File: src/rtl/encoder_8x3_stream_if.sv
// Handshake bundle for encoder_8x3_stream: an 8-bit request stream in,
// a stream of 3-bit indices out. The encoder takes the slave view;
// whatever feeds requests and consumes codes takes the master view.
interface encoder_8x3_stream_if;
  logic       in_valid;
  logic       in_ready;
  logic [7:0] in_data;
  logic       out_valid;
  logic       out_ready;
  logic [2:0] out_code;
  logic       out_last;
  logic       out_none;
  logic [3:0] out_count;

  modport slave (
    input  in_valid, in_data, out_ready,
    output in_ready, out_valid, out_code, out_last, out_none, out_count
  );

  modport master (
    output in_valid, in_data, out_ready,
    input  in_ready, out_valid, out_code, out_last, out_none, out_count
  );
endinterface

File: src/rtl/encoder_8x3_stream.sv
// Sequential 8-to-3 encoder. Accepts a request vector and then emits the
// binary index of every set bit, lowest first, one per output handshake.
// Every output is a register; next values are computed from the next
// pending vector so that a new code appears the cycle after a handshake.
module encoder_8x3_stream (
  input  logic                          clk,
  input  logic                          rst,
  encoder_8x3_stream_if.slave           bus
);

  typedef enum logic {IDLE, BUSY} state_e;

  state_e     state_q, state_d;
  logic [7:0] pending_q, pending_d;
  logic [3:0] count_q, count_d;
  logic [2:0] code_q, code_d;
  logic       last_q, last_d;
  logic       none_q, none_d;
  logic       valid_q, valid_d;
  logic       ready_q, ready_d;

  function automatic logic [3:0] popcount8(input logic [7:0] v);
    logic [3:0] n;
    n = 4'd0;
    for (int i = 0; i < 8; i++) n = n + {3'd0, v[i]};
    return n;
  endfunction

  // Scanning downward leaves the lowest set index as the final winner.
  function automatic logic [2:0] lowest_index(input logic [7:0] v);
    logic [2:0] idx;
    idx = 3'd0;
    for (int i = 7; i >= 0; i--) if (v[i]) idx = 3'(i);
    return idx;
  endfunction

  // State, pending vector and all registered outputs.
  // NOTE: sequential state uses non-blocking assignments so every register
  // samples the pre-edge value of the others, independent of statement order.
  always_ff @(posedge clk) begin
    if (rst) begin
      state_q   <= IDLE;
      pending_q <= 8'd0;
      count_q   <= 4'd0;
      code_q    <= 3'd0;
      last_q    <= 1'b0;
      none_q    <= 1'b0;
      valid_q   <= 1'b0;
      ready_q   <= 1'b0;
    end else begin
      state_q   <= state_d;
      pending_q <= pending_d;
      count_q   <= count_d;
      code_q    <= code_d;
      last_q    <= last_d;
      none_q    <= none_d;
      valid_q   <= valid_d;
      ready_q   <= ready_d;
    end
  end

  // Next state: load on input handshake, drain one bit per output handshake.
  // NOTE: every signal gets a hold value first so no path leaves it
  // unassigned, which would otherwise infer a latch.
  always_comb begin
    state_d   = state_q;
    pending_d = pending_q;
    count_d   = count_q;
    unique case (state_q)
      IDLE: begin
        if (bus.in_valid && ready_q) begin
          pending_d = bus.in_data;
          count_d   = popcount8(bus.in_data);
          state_d   = BUSY;
        end
      end
      BUSY: begin
        if (bus.out_ready) begin
          // v & (v-1) clears the lowest set bit, i.e. the one just emitted.
          pending_d = pending_q & (pending_q - 8'd1);
          if (last_q) state_d = IDLE;
        end
      end
      default: state_d = IDLE;
    endcase
  end

  // Output next values derived from where the FSM and pending vector go next.
  always_comb begin
    valid_d = (state_d == BUSY);
    ready_d = (state_d == IDLE);
    code_d  = 3'd0;
    last_d  = 1'b0;
    none_d  = 1'b0;
    if (state_d == BUSY) begin
      code_d = lowest_index(pending_d);
      // At most one bit left: true for the final set bit and the zero vector.
      last_d = ((pending_d & (pending_d - 8'd1)) == 8'd0);
      none_d = (pending_d == 8'd0);
    end
  end

  assign bus.in_ready  = ready_q;
  assign bus.out_valid = valid_q;
  assign bus.out_code  = code_q;
  assign bus.out_last  = last_q;
  assign bus.out_none  = none_q;
  assign bus.out_count = count_q;

endmodule
File: src/flat_wrapper.sv
// flat-port wrapper written by rule: the top's interface ports become plain ports
module encoder_8x3_stream_flat 
  (clk, rst, bus_in_valid, bus_in_data, bus_out_ready, bus_in_ready, bus_out_valid, bus_out_code, bus_out_last, bus_out_none, bus_out_count);
  encoder_8x3_stream_if bus_i ();
  input  logic clk;
  input  logic rst;
  input wire logic [$bits(bus_i.in_valid)-1:0] bus_in_valid;
  input wire logic [$bits(bus_i.in_data)-1:0] bus_in_data;
  input wire logic [$bits(bus_i.out_ready)-1:0] bus_out_ready;
  output wire logic [$bits(bus_i.in_ready)-1:0] bus_in_ready;
  output wire logic [$bits(bus_i.out_valid)-1:0] bus_out_valid;
  output wire logic [$bits(bus_i.out_code)-1:0] bus_out_code;
  output wire logic [$bits(bus_i.out_last)-1:0] bus_out_last;
  output wire logic [$bits(bus_i.out_none)-1:0] bus_out_none;
  output wire logic [$bits(bus_i.out_count)-1:0] bus_out_count;
  assign bus_i.in_valid = bus_in_valid;
  assign bus_i.in_data = bus_in_data;
  assign bus_i.out_ready = bus_out_ready;
  assign bus_in_ready = bus_i.in_ready;
  assign bus_out_valid = bus_i.out_valid;
  assign bus_out_code = bus_i.out_code;
  assign bus_out_last = bus_i.out_last;
  assign bus_out_none = bus_i.out_none;
  assign bus_out_count = bus_i.out_count;
  encoder_8x3_stream u_core (.clk(clk), .rst(rst), .bus(bus_i));
endmodule
File: config.mk
export PLATFORM = sky130hd
export DESIGN_NAME = encoder_8x3_stream_flat
export DESIGN_NICKNAME = d
export VERILOG_FILES = /design/src/rtl/encoder_8x3_stream_if.sv /design/src/rtl/encoder_8x3_stream.sv /design/src/flat_wrapper.sv
export SDC_FILE = /design/constraint.sdc
export NUM_CORES = 1
export LEC_CHECK = 0
export ABC_AREA = 1
export CORE_MARGIN = 2
export CORE_UTILIZATION = 51
export CTS_BUF_LIST = sky130_fd_sc_hd__clkbuf_16
export CTS_CLUSTER_SIZE = 8
export DETAILED_ROUTE_END_ITERATION = 8
export PLACE_DENSITY = 0.84
export SLEW_MARGIN = 20
export SYNTH_ARGS = -nofsm -noshare
export SYNTH_HDL_FRONTEND = slang
export SYNTH_SLANG_ARGS = --single-unit
File: constraint.sdc
create_clock -name clk -period 3.55 [get_ports clk]
set_clock_uncertainty 0.2 [all_clocks]
set_input_delay 0.5325 -clock clk [delete_from_list [all_inputs] [get_ports clk]]
set_output_delay 0.5325 -clock clk [all_outputs]
set_load 0.01 [all_outputs]
After elaboration in Yosys (flattened, before gate mapping). Cells that the tools add are included.

Bits in registers: 19. Input bits: 12. Output and inout port bits: 11. Logic and storage cells: 44.

$add $sub $neg: 9. Mux-type cells: 14. Bitwise logic cells: 4. Reduce and logical (&&, ||, !) cells: 8.

Operators by type and width (count): adder 4 x 1 -> 4 bit (6); AND 8 bit (2); logical NOT 8 bit (2); 2-to-1 mux 8 bit (2); one-hot mux 8 bit (2 select lines) (1); subtractor 8 x 1 -> 8 bit (second input constant) (2); 2-to-1 mux 3 bit (4); OR reduction 6 bit (1); 2-to-1 mux 1 bit (4); 2-to-1 mux 2 bit (2); OR reduction 4 bit (1); OR reduction 3 bit (1); adder 1 x 1 -> 2 bit (1); inverter 1 bit (2); one-hot mux 1 bit (2 select lines) (1); AND reduction 2 bit (1); OR reduction 2 bit (1); logical AND 1 bit (1).

Logic depth before layout (Yosys ltp). Gate-level depths: netlist (run 1).

Depth after elaboration: 11. Depth in mapped cells: 12. Gate-level depth less buffers: 12.

Least setup slack after synthesis (run 1). No wires, ideal clock.

Kind: input-to-reg. From: in bus_in_data[0]. To: reg u_core.count_q[1] (netlist: u_core.bus.out_count[1]). Setup time: 0.070 ns. Data arrival time: 2.738 ns. Required time: 3.280 ns. Slack: 0.543 ns. Stages on the path: 9. Buffers on the path: 0. Cell sequence: ha_1 inv_1 fa_1 fa_1 inv_1 fa_1 inv_1 fa_1 a21oi_1.

Word-level cells in the longest chain between the ends: 7.

Ends and longest elaborated chain: start, declared (RTL line flat_wrapper.sv:8) `input wire logic [$bits(bus_i.in_data)-1:0] bus_in_data;`; adder 1 x 1 -> 2 bit (RTL line encoder_8x3_stream.sv:25) `for (int i = 0; i < 8; i++) n = n + {3'd0, v[i]};`; adder 4 x 1 -> 4 bit (6 in series) (RTL line encoder_8x3_stream.sv:25); end signal, assigned (RTL line encoder_8x3_stream.sv:53) `count_q <= count_d;`; end, declared (RTL line encoder_8x3_stream.sv:15) `logic [3:0] count_q, count_d;`.

Every way passes these cells. A chain may end at the register's enable or synchronous reset.

Worst setup path after layout (run 1). Ends and elaborated chain as after synthesis.

==> results of run 1 <==
==> registers in the layout, summed over array words and instances, names as in the netlist <==
name                  flops
u_core.bus.out_code       3
u_core.pending_q          8
u_core.bus.out_valid      1
u_core.bus.out_last       1
u_core.bus.out_count      4
u_core.bus.in_ready       1
u_core.bus.out_none       1
==> metrics by stage <==
| step | setup TNS [ns] | setup WS, ns |
|---|---|---|
| after floorplan | 0 | 0.543 |
| after global placement | 0 | 0.0673 |
| after detailed placement | -0.0280 | -0.0280 |
| after CTS | 0 | 0.231 |
| after global routing | 0 | 0.107 |
| final | 0 | 0.225 |
==> path summary, 6_finish.rpt <==
path                            from                       to  slack (ns)  cells after the start
min          u_core.bus.out_count[0]  u_core.bus.out_count[0]        0.28                      2
max                   bus_in_data[0]  u_core.bus.out_count[1]        0.22                     10
max reg2reg      u_core.bus.in_ready      u_core.bus.out_last        1.58                      9
min reg2reg  u_core.bus.out_count[0]  u_core.bus.out_count[0]        0.28                      2
==> cells in the mapped netlist <==
library cell   n
o21ai_1        2
dfxtp_1       19
inv_2          4
a21oi_1        4
nand3_1        5
o21ai_0        5
nand2_2        2
o21ai_2        3
a31oi_1        1
nor2_2         3
nor2_1        26
inv_1         31
o21bai_1       2
nand2_4        2
nor2_4         2
nand3_4        1
nand2_1       50
buf_1          1
nand3_2        1
clkinv_1       1
xor2_1         1
fa_1           4
ha_1           3
nand4_1        1
a21boi_1       1
buf_6          1
==> metal layers <==
layer  share of wire (%)  vias to the layer above  wire, um
met5                   0                        -         0
met4                 2.2                        0        57
met3                 4.0                        7       105
met2                  50                       29      1330
met1                  43                      504      1140
li1                    -                      573         -
==> final cells by class <==
type / count / area share, %
multi-input combinational: 119 / 43.6
sequential: 19 / 25.2
timing repair buffer: 22 / 14.6
inverter: 36 / 8.96
clock buffer: 3 / 4.98
tap: 28 / 2.32
clock inverter: 1 / 0.332
==> logic make-up (layout without fill, tap and decap cells) <==
group	count (synthesis)	after routing	synth area share [%]
DFF	19	19	32.0
xor gates and xnor gates	1	1	0.738
AOI/OAI and AO/OA	18	18	9.27
adders and majority gates	7	7	9.91
buffers and inverters	38	62	12.6
and+or+nand+nor	93	93	35.4
==> critical path, delay by kind of cell <==
| family | cells | cell delay, ns |
|---|---|---|
| buffers and inverters | 4 | 0.65 |
| adders and majority gates | 5 | 2.01 |
| AOI/OAI and AO/OA | 1 | 0.12 |
==> cells in the final DEF, fill, tap and decap left out, types with 3 or more instances in the layout <==
| master | n |
|---|---|
| a21oi_1 | 4 |
| clkbuf_16 | 3 |
| clkdlybuf4s50_1 | 22 |
| dfxtp_1 | 19 |
| fa_1 | 4 |
| ha_1 | 3 |
| inv_1 | 31 |
| inv_2 | 4 |
| nand2_1 | 50 |
| nand3_1 | 5 |
| nor2_1 | 26 |
| nor2_2 | 3 |
| o21ai_0 | 5 |
| o21ai_2 | 3 |
==> power groups by stage <==
stage	Clock, mW	Combinational [mW]	Sequential, mW
4_1_cts	0.235	0.190	0.241
6_report	0.233	0.189	0.241
3_5_place_dp	0	0.188	0.245
5_1_grt	0.248	0.215	0.243
2_1_floorplan	0	0.124	0.248
3_3_place_gp	0	0.181	0.245
==> results.md, run 1 <==
- Status: finished, final reports clean
- CTS Buf Count: 3
- Crit-path max cell delay: 0.49 ns
- Design Power: 0.663 mW
- Final instance area: 1510 um2
- Clk_lat worst skew: about 0.25 ns
- Slew @ Worst Pin: 0.515 ns
- Detailed placer's ending HPWL: around 2100 um
- Chip width: roughly 52 um
- Leakage power: approximately 0.77 nW
- Footprint of the multi-input gates: roughly 660 um2
- Via count: between 1000 and 1500
- Total track usage: 22.3%
- FP Rows: 17
- Layout cells sized above 1: 11.0%
- Fmax: about 0.30 GHz
- Min Hold Slack: between 0.2 and 0.3 ns
- Gr busiest metal: met2
- Mapped Avg Cell Area: about 6.7 um2
- Max clock buf depth: 2
- Gr ovfl total: 0
- HP Class: reg2reg
- DRC viols: 0
- Slew HR: ~66%
- Initial antenna violation count: 0
- Setup Crit Path Kind: in2reg
- Ranking of synthesized cells by area: dfxtp_1 32%, nand2_1 16%, inv_1 9.8%, nor2_1 8.2%, fa_1 6.7%
- CTS tree: done
- Number of global-route vias before repair: between 1000 and 1500
- Inserted Diodes: 0
- Die area: ~2700 um2
- Crit. End Element: flop
- Synth warnings: 0
- Post-synth top area cell: dfxtp_1
- Comb pwr share: ~28%
- Utilization after layout: between 60% and 70%
- Met3 Use GR: approximately 4.3%
- Register share of total power: 36.4%
- Starting Density: a little over half
- Tmin final: 3.33 ns
- DRT iter0 DRCs: 20
- Power share of the clock group: around a third
- Pre-Repair DR Iteration Count: 4
- Routed len/inst: 11.6 um
- Root Buffer: clkbuf_16
- RSZ-0062 raised after global routing: false
- CP Cell Sequence: clkdlybuf4s50_1 -> ha_1 -> inv_1 -> fa_1 -> fa_1 -> inv_1 -> fa_1 -> inv_1 -> fa_1 -> a21oi_1
- Critical path launch point type: input port
- Post-synthesis cell count: between 150 and 200
- Die height: 52.3 um
- Storage element area: 380 um2
- Post-Syn Area: ~1200 um2
- Max FO, Critical Path: 2
- Worst VDD drop: ~0.34 mV
- Post-synth cell types: 26
- Post-Route WL: 2630 um
- IO buf count: 22
- Largest net degree at the start of global routing: 13
- Top Ports: 23
- Sw Pwr: around 0.20 mW
- PostCTS Resize Cnt: 0
- Placer Congestion: ~0.86
- Core box area: roughly 2200 um2
- Top cell type's share of synthesized area: 32.0%
- Final hold viol count: 0
- Register area share after synthesis: between 30% and 40%
- Grt met2 use: between 30 and 40%
- Vias per inst: approximately 4.9
- First-pass GRT wire length: around 4400 um
- Fin. max-slew vios: 0
- CTS H-Tree Depth: 1
- Inst Count DP: ~220
- WP data arrival: between 3 and 4 ns
- Clock sinks: 19
- Cell mode on critical path: fa_1
- Layout area overhead: 27.0%
- Syn Nets: around 200
- Setup Viol. Count Final: 0
- Power Dens Cells: 440 nW/um2
- M1 GR Usage: around a quarter
- Critical-path cell with the highest stage delay: fa_1
- Final period util: 93.7%
- Final ANT Viol Nets: 0
- Placed instance area: between 1000 and 1500 um2
- Switch share: between 30% and 40%
- Fin cells: between 200 and 250
- Max-cap viol count: 0
- Critical path data required time: ~3.5 ns
- # nets final: 220
- Fill cells: 190
- Post-CTS Setup Bufs: 0
- CTS Hold Buffers Added: 0
- Internal power: 0.461 mW
- Clock transition at path regs: 0.05 ns
- Number of synthesized register bits: 19
Note: power is estimated with default switching activity, not from simulation.
==> inputs of run 2 (changes only) <==
--- a/config.mk
+++ b/config.mk
@@ -6,10 +6,9 @@
 export NUM_CORES = 1
 export LEC_CHECK = 0
 export ABC_AREA = 1
-export CORE_MARGIN = 2
 export CORE_UTILIZATION = 51
 export CTS_BUF_LIST = sky130_fd_sc_hd__clkbuf_16
-export CTS_CLUSTER_SIZE = 8
+export CTS_CLUSTER_SIZE = 25
 export DETAILED_ROUTE_END_ITERATION = 8
 export PLACE_DENSITY = 0.84
 export SLEW_MARGIN = 20
==> results.md, run 2 (synthesized netlist as in run 1, its figures left out) <==
- Worst r2r dst: u_core.bus.out_last
- Via count: 1108 (-0.45%)
- Cell mode on critical path: fa_1
- Placer Congestion: 0.887 (+2.7%)
- CTS tree: done
- Starting Density: 53.7% (unchanged)
- Chip width: 50.3 um (-3.8%)
- Setup Viol. Count Final: 0 (unchanged)
- Min Hold Slack: 0.292 ns (+0.0116 ns)
- Critical-path cell with the highest stage delay: fa_1
- CP startpoint: bus_in_data[0]
- Max-cap viol count: 0 (unchanged)
- Root Buffer: clkbuf_16
- Fin. max-slew vios: 0 (unchanged)
- CTS H-Tree Depth: 1 (unchanged)
- Inserted Diodes: 0 (unchanged)
- Gr ovfl total: 0 (unchanged)
- Worst VDD drop: 0.282 mV (-17%)
- Status: finished, final reports clean
- Vias per inst: 4.86 (-0.45%)
- Dpl ws: -0.0362 ns (-0.00827 ns)
- Crit-path max cell delay: 0.50 ns (about the same)
- Initial antenna violation count: 0 (unchanged)
- Final worst slack: 0.201 ns (-0.0232 ns)
- HP Class: reg2reg
- DRT iter0 DRCs: 25 (+25%)
- Clk_lat worst skew: 0.25 ns (about the same)
- Most common cell after layout, fill and taps aside: nand2_1
- RR Startpoint: u_core.bus.in_ready
- Power Dens Cells: 441 nW/um2 (+0.18%)
- Design Power: 0.665 mW (+0.18%)
- Clock sinks: 19 (unchanged)
- Total track usage: 24.8% (+2.5 points)
- Hold Path Stages: 2 (unchanged)
- CP Cell Sequence: clkdlybuf4s50_1 -> ha_1 -> inv_1 -> fa_1 -> fa_1 -> inv_1 -> fa_1 -> inv_1 -> fa_1 -> a21oi_1
- Post-CTS Setup Bufs: 0 (unchanged)
- Commonest cells after routing, fill and taps aside: 50 x nand2_1, 31 x inv_1, 26 x nor2_1, 22 x clkdlybuf4s50_1, 19 x dfxtp_1
- # nets final: 220 (unchanged)
- Core box area: 2210 um2 (unchanged)
- Slew HR: 64.7% (-0.96 points)
- PostCTS Resize Cnt: 0 (unchanged)
- IO buf count: 22 (unchanged)
- Fin cells: 228 (unchanged)
- Slew @ Worst Pin: 0.529 ns (+0.0144 ns)
- Layout area overhead: 27.0% (unchanged)
- First-pass GRT wire length: 4640 um (+4.5%)
- WP data arrival: 3.33 ns (+0.02 ns)
- Inst Count DP: 224 (unchanged)
- Min-delay src: u_core.bus.out_count[0]
- Leakage power: 0.771 nW (unchanged)
- Final ANT Viol Nets: 0 (unchanged)
- Post-Route WL: 2680 um (+1.9%)
- Die height: 50.3 um (-3.8%)
- Hold Path End: u_core.bus.out_count[0]
- Clock transition at path regs: 0.06 ns (about the same)
- Final period util: 94.3% (+0.65 points)
- Critical path launch point type: input port
- Routed len/inst: 11.8 um (+1.9%)
- Largest register FFs: 8 (unchanged)
- Layout cells sized above 1: 11.0% (unchanged)
- Number of global-route vias before repair: 1115 (+3.0%)
- CTS Buf Count: 3 (unchanged)
- RSZ-0062 raised after global routing: false
- Tmin final: 3.35 ns (+0.0232 ns)
- DRC viols: 0 (unchanged)
- Pre-Repair DR Iteration Count: 4 (unchanged)
- Setup Crit Path Kind: in2reg
- CTS Hold Buffers Added: 0 (unchanged)
- Reg2reg path depth: 9 (unchanged)
- Max clock buf depth: 2 (unchanged)
- Crit. End Element: flop
- FP Rows: 17 (unchanged)
- Max FO, Critical Path: 2 (unchanged)
- Top Ports: 23 (unchanged)
- Biggest register: u_core.pending_q
- Critical path data required time: 3.53 ns (about the same)
- Detailed placer's ending HPWL: 2120 um (-0.18%)
- Largest net degree at the start of global routing: 13 (unchanged)
- Die area: 2530 um2 (-7.5%)
- Fmax: 0.299 GHz (-0.69%)
- Final hold viol count: 0 (unchanged)
- FF-to-FF setup slack: 1.52 ns (-0.06 ns)
## run 2: cell counts in the layout (fill, tap and decap cells not counted)
Identical to the previous run, type by type.
## run 2: layout make-up
type / count / area [um2]
clock buffers: 3 / 75.1
clock inverters: 1 / 5.00
fillers: 199 / 704
inverters: 36 / 135
multi-input cells: 119 / 657
flip-flops and latches: 19 / 380
well taps: 28 / 35.0
repair buffers: 22 / 220
## run 2: worst max path at each step
| stage | to | slack (ns) |
|---|---|---|
| finish | u_core.bus.out_count[1] | 0.20 |
| CTS | u_core.bus.out_count[1] | 0.21 |
| detailed placement | u_core.bus.out_count[1] | -0.04 |
| global placement | u_core.bus.out_count[1] | 0.07 |
| floorplan | u_core.bus.out_count[1] | 0.54 |
| global route | u_core.bus.out_count[1] | 0.09 |
## run 2: metal layers
| layer | vias up | routed length (um) | global-route usage, % |
|---|---|---|---|
| met5 | - | 0 | 0 |
| met4 | 0 | 17 | 10.0 |
| met3 | 2 | 96 | 3.03 |
| met2 | 25 | 1430 | 45.1 |
| met1 | 507 | 1140 | 28.8 |
| li1 | 574 | - | - |
## run 2: where the power goes
group / switching, mW / internal, mW
registers: 0.0110 / 0.230
logic: 0.109 / 0.0807
clock network: 0.0823 / 0.151
## run 2: worst max-delay path, delay by kind of cell
| family | cells | cell delay (ns) |
|---|---|---|
| buffers and inverters | 4 | 0.64 |
| adders and majority gates | 5 | 2.03 |
| AOI/OAI and AO/OA | 1 | 0.13 |
## run 2: metrics by stage
| step | setup TNS (ns) | cell area [um2] | util [%] |
|---|---|---|---|
| 2_1_floorplan | 0 | 1190 | - |
| 4_1_cts | 0 | 1510 | 68.2 |
| 3_3_place_gp | 0 | 1430 | 64.5 |
| 6_report | 0 | 1510 | 68.2 |
| 3_5_place_dp | -0.0362 | 1430 | 64.5 |
| 5_1_grt | 0 | 1510 | 68.2 |
